`config.mk`:
```
export PLATFORM = sky130hd
export DESIGN_NAME = axi_tlp_dec
export DESIGN_NICKNAME = d
export VERILOG_FILES = /design/src/rtl/axi_tlp_dec_pkg.sv /design/src/rtl/axi_tlp_dec.sv
export SDC_FILE = /design/constraint.sdc
export NUM_CORES = 1
export LEC_CHECK = 0
export CAP_MARGIN = 20
export CORE_AREA = 2 2 172 174
export DETAILED_ROUTE_END_ITERATION = 12
export DIE_AREA = 0 0 174 176
export PLACE_DENSITY_LB_ADDON = 0.12
export SLEW_MARGIN = 25
export SYNTH_ARGS = -nofsm -noshare
export SYNTH_HDL_FRONTEND = slang
export SYNTH_SLANG_ARGS = --single-unit
```
`constraint.sdc`:
```
create_clock -name clk -period 7 [get_ports clk]
set_clock_uncertainty 0.05 [all_clocks]
set_input_delay 1.4 -clock clk [delete_from_list [all_inputs] [get_ports clk]]
set_output_delay 1.4 -clock clk [all_outputs]
set_load 0.1 [all_outputs]
```
`src/rtl/axi_tlp_dec_pkg.sv`:
```
// axi_tlp_dec_pkg
//   Shared definitions for the PCIe RX TLP decoder:
//   - fmt/type codes of the supported request TLPs (7-bit {fmt, type})
//   - completion status codes handed to the TLP encoder
//   - decoder FSM state constants
//   - request-kind enum and the header classification helpers
package axi_tlp_dec_pkg;

  // {fmt[1:0], type[4:0]} as found in DW0[30:24]
  localparam logic [6:0] MWR32  = 7'b10_00000;
  localparam logic [6:0] MRD32  = 7'b00_00000;
  localparam logic [6:0] CFGWR0 = 7'b10_00100;
  localparam logic [6:0] CFGRD0 = 7'b00_00100;

  localparam logic [2:0] CPL_SC = 3'd0;
  localparam logic [2:0] CPL_UR = 3'd1;

  localparam logic [2:0] ST_IDLE  = 3'd0;
  localparam logic [2:0] ST_HDR   = 3'd1;
  localparam logic [2:0] ST_DATA  = 3'd2;
  localparam logic [2:0] ST_DRAIN = 3'd3;
  localparam logic [2:0] ST_EXEC  = 3'd4;

  typedef enum logic [2:0] {
    K_UNSUP = 3'd0,  // anything not routed to a sink
    K_LWR   = 3'd1,  // AXI4-Lite write
    K_LRD   = 3'd2,  // AXI4-Lite read
    K_SWR   = 3'd3,  // AXI4-Stream write
    K_CWR   = 3'd4,  // config write
    K_CRD   = 3'd5   // config read
  } kind_t;

  // Requests that expect a completion: memory reads (3DW/4DW, locked),
  // IO requests and config requests of either type.
  function automatic logic is_non_posted(input logic [6:0] fmt_type);
    logic np;
    case (fmt_type[4:0])
      5'b00000, 5'b00001:          np = ~fmt_type[6];
      5'b00010, 5'b00100, 5'b00101: np = 1'b1;
      default:                     np = 1'b0;
    endcase
    return np;
  endfunction

  function automatic kind_t classify(input logic [6:0] fmt_type,
                                     input logic       lite_hit,
                                     input logic       stream_hit);
    kind_t k;
    k = K_UNSUP;
    if (fmt_type == MWR32 && lite_hit)        k = K_LWR;
    else if (fmt_type == MWR32 && stream_hit) k = K_SWR;
    else if (fmt_type == MRD32 && lite_hit)   k = K_LRD;
    else if (fmt_type == CFGWR0)              k = K_CWR;
    else if (fmt_type == CFGRD0)              k = K_CRD;
    return k;
  endfunction

endpackage

```
`src/rtl/axi_tlp_dec.sv`:
```
// axi_tlp_dec
//   PCIe RX TLP decoder on a 64-bit AXI4-Stream RX interface
//   (DW0 = tdata[31:0], DW1 = tdata[63:32]). Classifies each TLP by
//   fmt/type and BAR hit and routes it to the AXI4-Lite command port,
//   the AXI4-Stream write port or the config-space port; non-posted
//   requests get completion header fields and a completion request for
//   the TLP encoder.
// Ports
//   clk, reset          clock, asynchronous active-high reset
//   tvalid/tdata/tlast  RX stream in; tready out; tstrb ignored
//   tuser[8:2]          BAR-hit vector; other tuser bits ignored
//   lnk_up              link up; no TLP accepted while low, aborts packet
//   tlp_enc_ready       encoder idle; a new TLP starts only while high
//   a4lm_*              AXI4-Lite command: addr, wr_data, to_start pulse,
//                       wr_cmd/rd_cmd direction qualifiers
//   cfg_*               config access: addr, wr_data, rd/wr pulses
//   a4sm_*              stream word: go pulse, data, addr
//   req_compl(_w_data)  completion request pulses, compl_code status
//   tenc_*              completion header fields for the encoder
module axi_tlp_dec
  import axi_tlp_dec_pkg::*;
#(
  parameter int LITE_BAR   = 4,
  parameter int STREAM_BAR = 0
) (
  input  logic        clk,
  input  logic        reset,
  input  logic        tvalid,
  input  logic [63:0] tdata,
  output logic        tready,
  input  logic [7:0]  tstrb,
  input  logic [21:0] tuser,
  input  logic        tlast,
  input  logic        lnk_up,
  input  logic        tlp_enc_ready,
  output logic [7:0]  a4lm_addr,
  output logic [31:0] a4lm_wr_data,
  output logic        a4lm_to_start,
  output logic        a4lm_wr_cmd,
  output logic        a4lm_rd_cmd,
  output logic [7:0]  cfg_addr,
  output logic [31:0] cfg_wr_data,
  output logic        cfg_rd_cmd,
  output logic        cfg_wr_cmd,
  output logic        a4sm_go,
  output logic [63:0] a4sm_data,
  output logic [7:0]  a4sm_addr,
  output logic        req_compl,
  output logic        req_compl_w_data,
  output logic [2:0]  compl_code,
  output logic [2:0]  tenc_tc,
  output logic [1:0]  tenc_attr,
  output logic [9:0]  tenc_len,
  output logic [15:0] tenc_rid,
  output logic [7:0]  tenc_tag,
  output logic [7:0]  tenc_be,
  output logic [12:0] tenc_addr
);

  logic [2:0] state;
  logic       tready_q;
  kind_t      kind;
  logic       np;
  logic [7:0] sm_addr_q;

  logic       beat;
  logic       sm_go;
  kind_t      exec_kind;
  logic       exec_np;
  logic       unused_inputs;

  // Byte strobes and the non-BAR tuser bits carry nothing for this decoder.
  assign unused_inputs = ^{tstrb, tuser};

  // A beat counts only on the handshake with the link still up; a beat
  // presented while the link drops is treated as part of the abort.
  assign beat  = tvalid & tready_q & lnk_up;
  assign sm_go = beat && (state == ST_DRAIN) && (kind == K_SWR);

  // A TLP ending on its header beat never delivered DW2, so it cannot be
  // routed to any sink; only its posted/non-posted nature still matters.
  assign exec_kind = (state == ST_HDR) ? K_UNSUP : kind;
  assign exec_np   = (state == ST_HDR) ? is_non_posted(tdata[30:24]) : np;

  assign tready    = tready_q;
  assign a4sm_go   = sm_go;
  assign a4sm_data = sm_go ? tdata : 64'd0;
  assign a4sm_addr = sm_addr_q;

  always_ff @(posedge clk or posedge reset) begin
    if (reset) begin
      state            <= ST_IDLE;
      tready_q         <= 1'b0;
      kind             <= K_UNSUP;
      np               <= 1'b0;
      sm_addr_q        <= 8'd0;
      a4lm_addr        <= 8'd0;
      a4lm_wr_data     <= 32'd0;
      a4lm_to_start    <= 1'b0;
      a4lm_wr_cmd      <= 1'b0;
      a4lm_rd_cmd      <= 1'b0;
      cfg_addr         <= 8'd0;
      cfg_wr_data      <= 32'd0;
      cfg_rd_cmd       <= 1'b0;
      cfg_wr_cmd       <= 1'b0;
      req_compl        <= 1'b0;
      req_compl_w_data <= 1'b0;
      compl_code       <= CPL_SC;
      tenc_tc          <= 3'd0;
      tenc_attr        <= 2'd0;
      tenc_len         <= 10'd0;
      tenc_rid         <= 16'd0;
      tenc_tag         <= 8'd0;
      tenc_be          <= 8'd0;
      tenc_addr        <= 13'd0;
    end else begin
      // Command outputs are single-cycle pulses, raised only for EXEC.
      a4lm_to_start    <= 1'b0;
      a4lm_wr_cmd      <= 1'b0;
      a4lm_rd_cmd      <= 1'b0;
      cfg_rd_cmd       <= 1'b0;
      cfg_wr_cmd       <= 1'b0;
      req_compl        <= 1'b0;
      req_compl_w_data <= 1'b0;

      case (state)
        ST_IDLE: begin
          if (tvalid && lnk_up && tlp_enc_ready) begin
            state    <= ST_HDR;
            tready_q <= 1'b1;
          end
        end

        ST_HDR, ST_DATA, ST_DRAIN: begin
          if (!lnk_up) begin
            state    <= ST_IDLE;
            tready_q <= 1'b0;
          end else if (beat) begin
            // Header beat: DW0/DW1 fields and the request kind
            if (state == ST_HDR) begin
              kind      <= classify(tdata[30:24], tuser[2 + LITE_BAR],
                                    tuser[2 + STREAM_BAR]);
              np        <= is_non_posted(tdata[30:24]);
              tenc_tc   <= tdata[22:20];
              tenc_attr <= tdata[13:12];
              tenc_len  <= tdata[9:0];
              tenc_rid  <= tdata[63:48];
              tenc_tag  <= tdata[47:40];
              tenc_be   <= tdata[39:32];
            end

            // Address beat: DW2 in the low half, first payload DW high
            if (state == ST_DATA) begin
              tenc_addr <= tdata[12:0];
              case (kind)
                K_LWR: begin
                  a4lm_addr    <= tdata[7:0];
                  a4lm_wr_data <= tdata[63:32];
                end
                K_LRD: a4lm_addr <= tdata[7:0];
                K_CWR: begin
                  cfg_addr    <= tdata[7:0];
                  cfg_wr_data <= tdata[63:32];
                end
                K_CRD: cfg_addr  <= tdata[7:0];
                K_SWR: sm_addr_q <= tdata[7:0];
                default: ;
              endcase
            end

            if (sm_go) sm_addr_q <= sm_addr_q + 8'd8;

            if (tlast) begin
              state    <= ST_EXEC;
              tready_q <= 1'b0;
              case (exec_kind)
                K_LWR: begin
                  a4lm_to_start <= 1'b1;
                  a4lm_wr_cmd   <= 1'b1;
                end
                K_LRD: begin
                  a4lm_to_start    <= 1'b1;
                  a4lm_rd_cmd      <= 1'b1;
                  req_compl_w_data <= 1'b1;
                  compl_code       <= CPL_SC;
                end
                K_CWR: begin
                  cfg_wr_cmd <= 1'b1;
                  req_compl  <= 1'b1;
                  compl_code <= CPL_SC;
                end
                K_CRD: begin
                  cfg_rd_cmd       <= 1'b1;
                  req_compl_w_data <= 1'b1;
                  compl_code       <= CPL_SC;
                end
                K_SWR: ;
                default: begin
                  if (exec_np) begin
                    req_compl  <= 1'b1;
                    compl_code <= CPL_UR;
                  end
                end
              endcase
            end else begin
              state <= (state == ST_HDR) ? ST_DATA : ST_DRAIN;
            end
          end
        end

        ST_EXEC: state <= ST_IDLE;

        default: begin
          state    <= ST_IDLE;
          tready_q <= 1'b0;
        end
      endcase
    end
  end

endmodule

```
==> metrics.cfg <==
[die]
dieHeight_um = 176
pin_count = 324
die_area_sq_mm = 0.0306
rows = 62
start_util_pct = 24.8
die_w_um = 174
core_sq_mm = 0.0285

[detailed_routing]
firstDrtPassIters = 4
drt_iter0_drc = 296
vias = 5574
ant_nets = 0
routed_via_density = 4.34
drc = 0
route.detailed.wl_per_inst_um = 17.9
routed_wl_um = 23000

[layout]
fin_cells = 1285
nets = 991
drive_gt1_share_pct = 22.4
syn_to_final_growth_pct = 53.4
stdcell_area_sq_mm = 0.0109
antenna_cells = 0

[setup_path]
endpoint_kind = output port
path_delay_family = buffers and inverters
regToRegStartpoint = state[0]$_DFFE_PP0P_
crit_path_start_kind = input pin
cp_max_fo = 17
startpoint = lnk_up
arrival_ps = 4340
crit_type = in -> out
critPathMaxStageDelay_ps = 1140
crit_chain = clkdlybuf4s50_1 -> nand4b_4 -> nor3_2 -> and3_1 -> clkdlybuf4s50_1
crit_end = a4sm_data[26]
r2r-end = a4lm_wr_data[30]$_DFFE_PP0P_
reg2reg_slack_ps = 3820
critPathSlowestCell = clkdlybuf4s50_1
critical_path_depth = 5
required_ps = 5550
r2r.worst_path.cells = 5
worstPathBufferInverterCount = 2
critical_path.most_common_cell = clkdlybuf4s50_1

[hold_path]
hp-class = reg -> reg

[sta]
rsz0062_at_grt = no
slew_headroom_pct = 29.6
maxSlewViolCount = 0
setup_ws_ps = 1210
finalCritPeriodShare_pct = 82.7
hold_violations = 0
setup_tns_ps = 0
fin_crit_ps = 5790
worst_pin_slew_ps = 1050
setup_viol = 0
fmax_mhz = 173

[yosys]
ys.flop_type = dfrtp_1
synth.distinct_cells = 46
yosysMostFrequentCell = dfrtp_1
syn_area_sq_mm = 0.00708
synth_edf_count = 0
synth_area_leader_cell = dfrtp_1
syn_area_per_cell_sq_um = 11.6
synthesis.instances = 611
ys_ff_latch = 164
yosys_warnings = 0
synth_common_cells = dfrtp_1, nand2_1, mux2_2
synthArstFlopShare_pct = 100
synthTopCellsByArea = dfrtp_1, mux2_2, nand2_1, mux2_4, and3_1
ys_seq_area_share_pct = 58.0
yosysTopAreaCellShare_pct = 58.0

[power_and_ir_drop]
powerDensity_mw_per_mm2 = 409
p_comb_share_pct = 49.4
seqPwrFrac_pct = 28.1
p_int_uw = 2180
swShare_pct = 51.1
power_switching_uw = 2270
p_leak_uw = 0.00538
finalPower_uw = 4450
ir_worst_vdd_mv = 0.225
p_clk_share_pct = 22.4

[placement]
dpl_cell_area_sq_mm = 0.0102
dpl_worst_slack_ps = 1210
dp_hpwl_um = 15100
port_buffers = 293
place_inst = 1254
routabilityCongestion = 0.735

[run_status]
outcome = finished, final reports clean

[clock_network]
cts.sinks = 164
clk_latency_ps = 420
clk_pin_slew_ps = 70
cts_hold_buf = 0
cts_resized = 0
numCtsBuffers = 17
clock_path_buffers = 2
cts-root-buf = clkbuf_16
htreeDepth = 4
cts_setup_buffers = 0
cts_tree = built

[run]
cap_violations = 0

[global_route]
grt_pass1_vias = 5696
grt_use_total_pct = 14.9
antenna_found_initial = 0
grt_pass1_wl_um = 35200
grt_max_degree = 165
grt_overflow = 0

## cells in the final DEF, fill, tap and decap left out, types with 2 or more instances in the layout
cell               n
clkdlybuf4s50_1  241
inv_1              4
inv_6              6
nor2_2             2
nor3_2             2
mux2_4            30
or2_2              2
or3b_2             2
nand3_1            7
nor2b_1            3
nor3b_1            2
mux2i_1            2
nor3_1             5
nand2_1          154
nor2_1             8
and3_1            64
a21oi_1            9
o22ai_1            2
a22o_1             3
mux2_2            67
clkinvlp_4         4
or3_2              2
bufinv_16          3
nand2b_1           5
a31oi_1            2
clkbuf_16         17
nand3b_1           3
conb_1             2
o21ai_0            6
buf_4             58
dfrtp_1          163
## worst reg2reg max path, delay by kind of cell, from the launching register on
kind	cells	cell delay [ps]
buf+inv	2	1140
flops	1	340
mux	1	460
simple gates	2	1060
## how the worst min path moves through the flow
stage                                         from                  endpoint  cells after the start
after floorplan                     np$_DFFE_PP0P_            np$_DFFE_PP0P_                      2
after global placement    tenc_rid[13]$_DFFE_PP0P_  tenc_rid[13]$_DFFE_PP0P_                      2
after detailed placement    tenc_tc[0]$_DFFE_PP0P_    tenc_tc[0]$_DFFE_PP0P_                      2
after CTS                   tenc_tc[0]$_DFFE_PP0P_    tenc_tc[0]$_DFFE_PP0P_                      2
after global routing        tenc_be[3]$_DFFE_PP0P_    tenc_be[3]$_DFFE_PP0P_                      2
final                      tenc_rid[7]$_DFFE_PP0P_   tenc_rid[7]$_DFFE_PP0P_                      2
## kinds of logic after synthesis
group / count (synthesis) / synth area share [%]
AO/OA/AOI/OAI: 30 / 2.72
XOR/XNOR: 1 / 0.124
adder cells (fa/ha/maj): 1 / 0.177
buffers and inverters: 47 / 3.45
flip-flops: 164 / 58.0
multiplexers: 99 / 17.3
other: 1 / 0.0530
AND/OR/NAND/NOR: 268 / 18.2
## per-layer routing
metal	track usage (%)	up-vias	part of all wire (%)
li1	-	2627	-
met1	20.1	2734	46
met2	23.0	203	45
met3	5.56	10	8.1
met4	3.01	0	0.65
met5	0	-	0
## power groups by stage
stage          combinational [uW]  sequential [uW]  clock, uW
5_1_grt                      2280             1280       1070
2_1_floorplan                 297             2600          0
6_report                     2200             1250        997
3_3_place_gp                 2210             1260          0
3_5_place_dp                 2210             1270          0
4_1_cts                      2210             1250       1030
## state kept, by name (all words and copies together) (netlist names)
register,flops
tenc_rid,16
a4lm_wr_data,32
tready,1
state,3
a4lm_wr_cmd,1
req_compl_w_data,1
cfg_addr,8
tenc_tc,3
a4sm_addr,8
np,1
cfg_wr_cmd,1
compl_code,1
tenc_tag,8
tenc_addr,13
a4lm_to_start,1
tenc_attr,2
a4lm_addr,8
a4lm_rd_cmd,1
tenc_be,8
tenc_len,10
cfg_rd_cmd,1
kind,3
req_compl,1
cfg_wr_data,32
## final cells by class
cell class / count / area (sq um)
Sequential cell: 164 / 4110
Multi-Input combinational cell: 401 / 2760
Fill cell: 2891 / 17700
Clock inverter: 13 / 175
Timing Repair Buffer: 301 / 2900
Tap cell: 384 / 480
Inverter: 5 / 23.8
Clock buffer: 17 / 425
## metrics by stage
step / utilization, % / hold slack (ps)
floorplan: - / 447
global placement: 35.8 / 406
detailed placement: 35.8 / 411
CTS: 37.9 / 429
global route: 38.0 / 449
finish: 38.0 / 423
No activity file was read; power rests on OpenSTA's default activity.
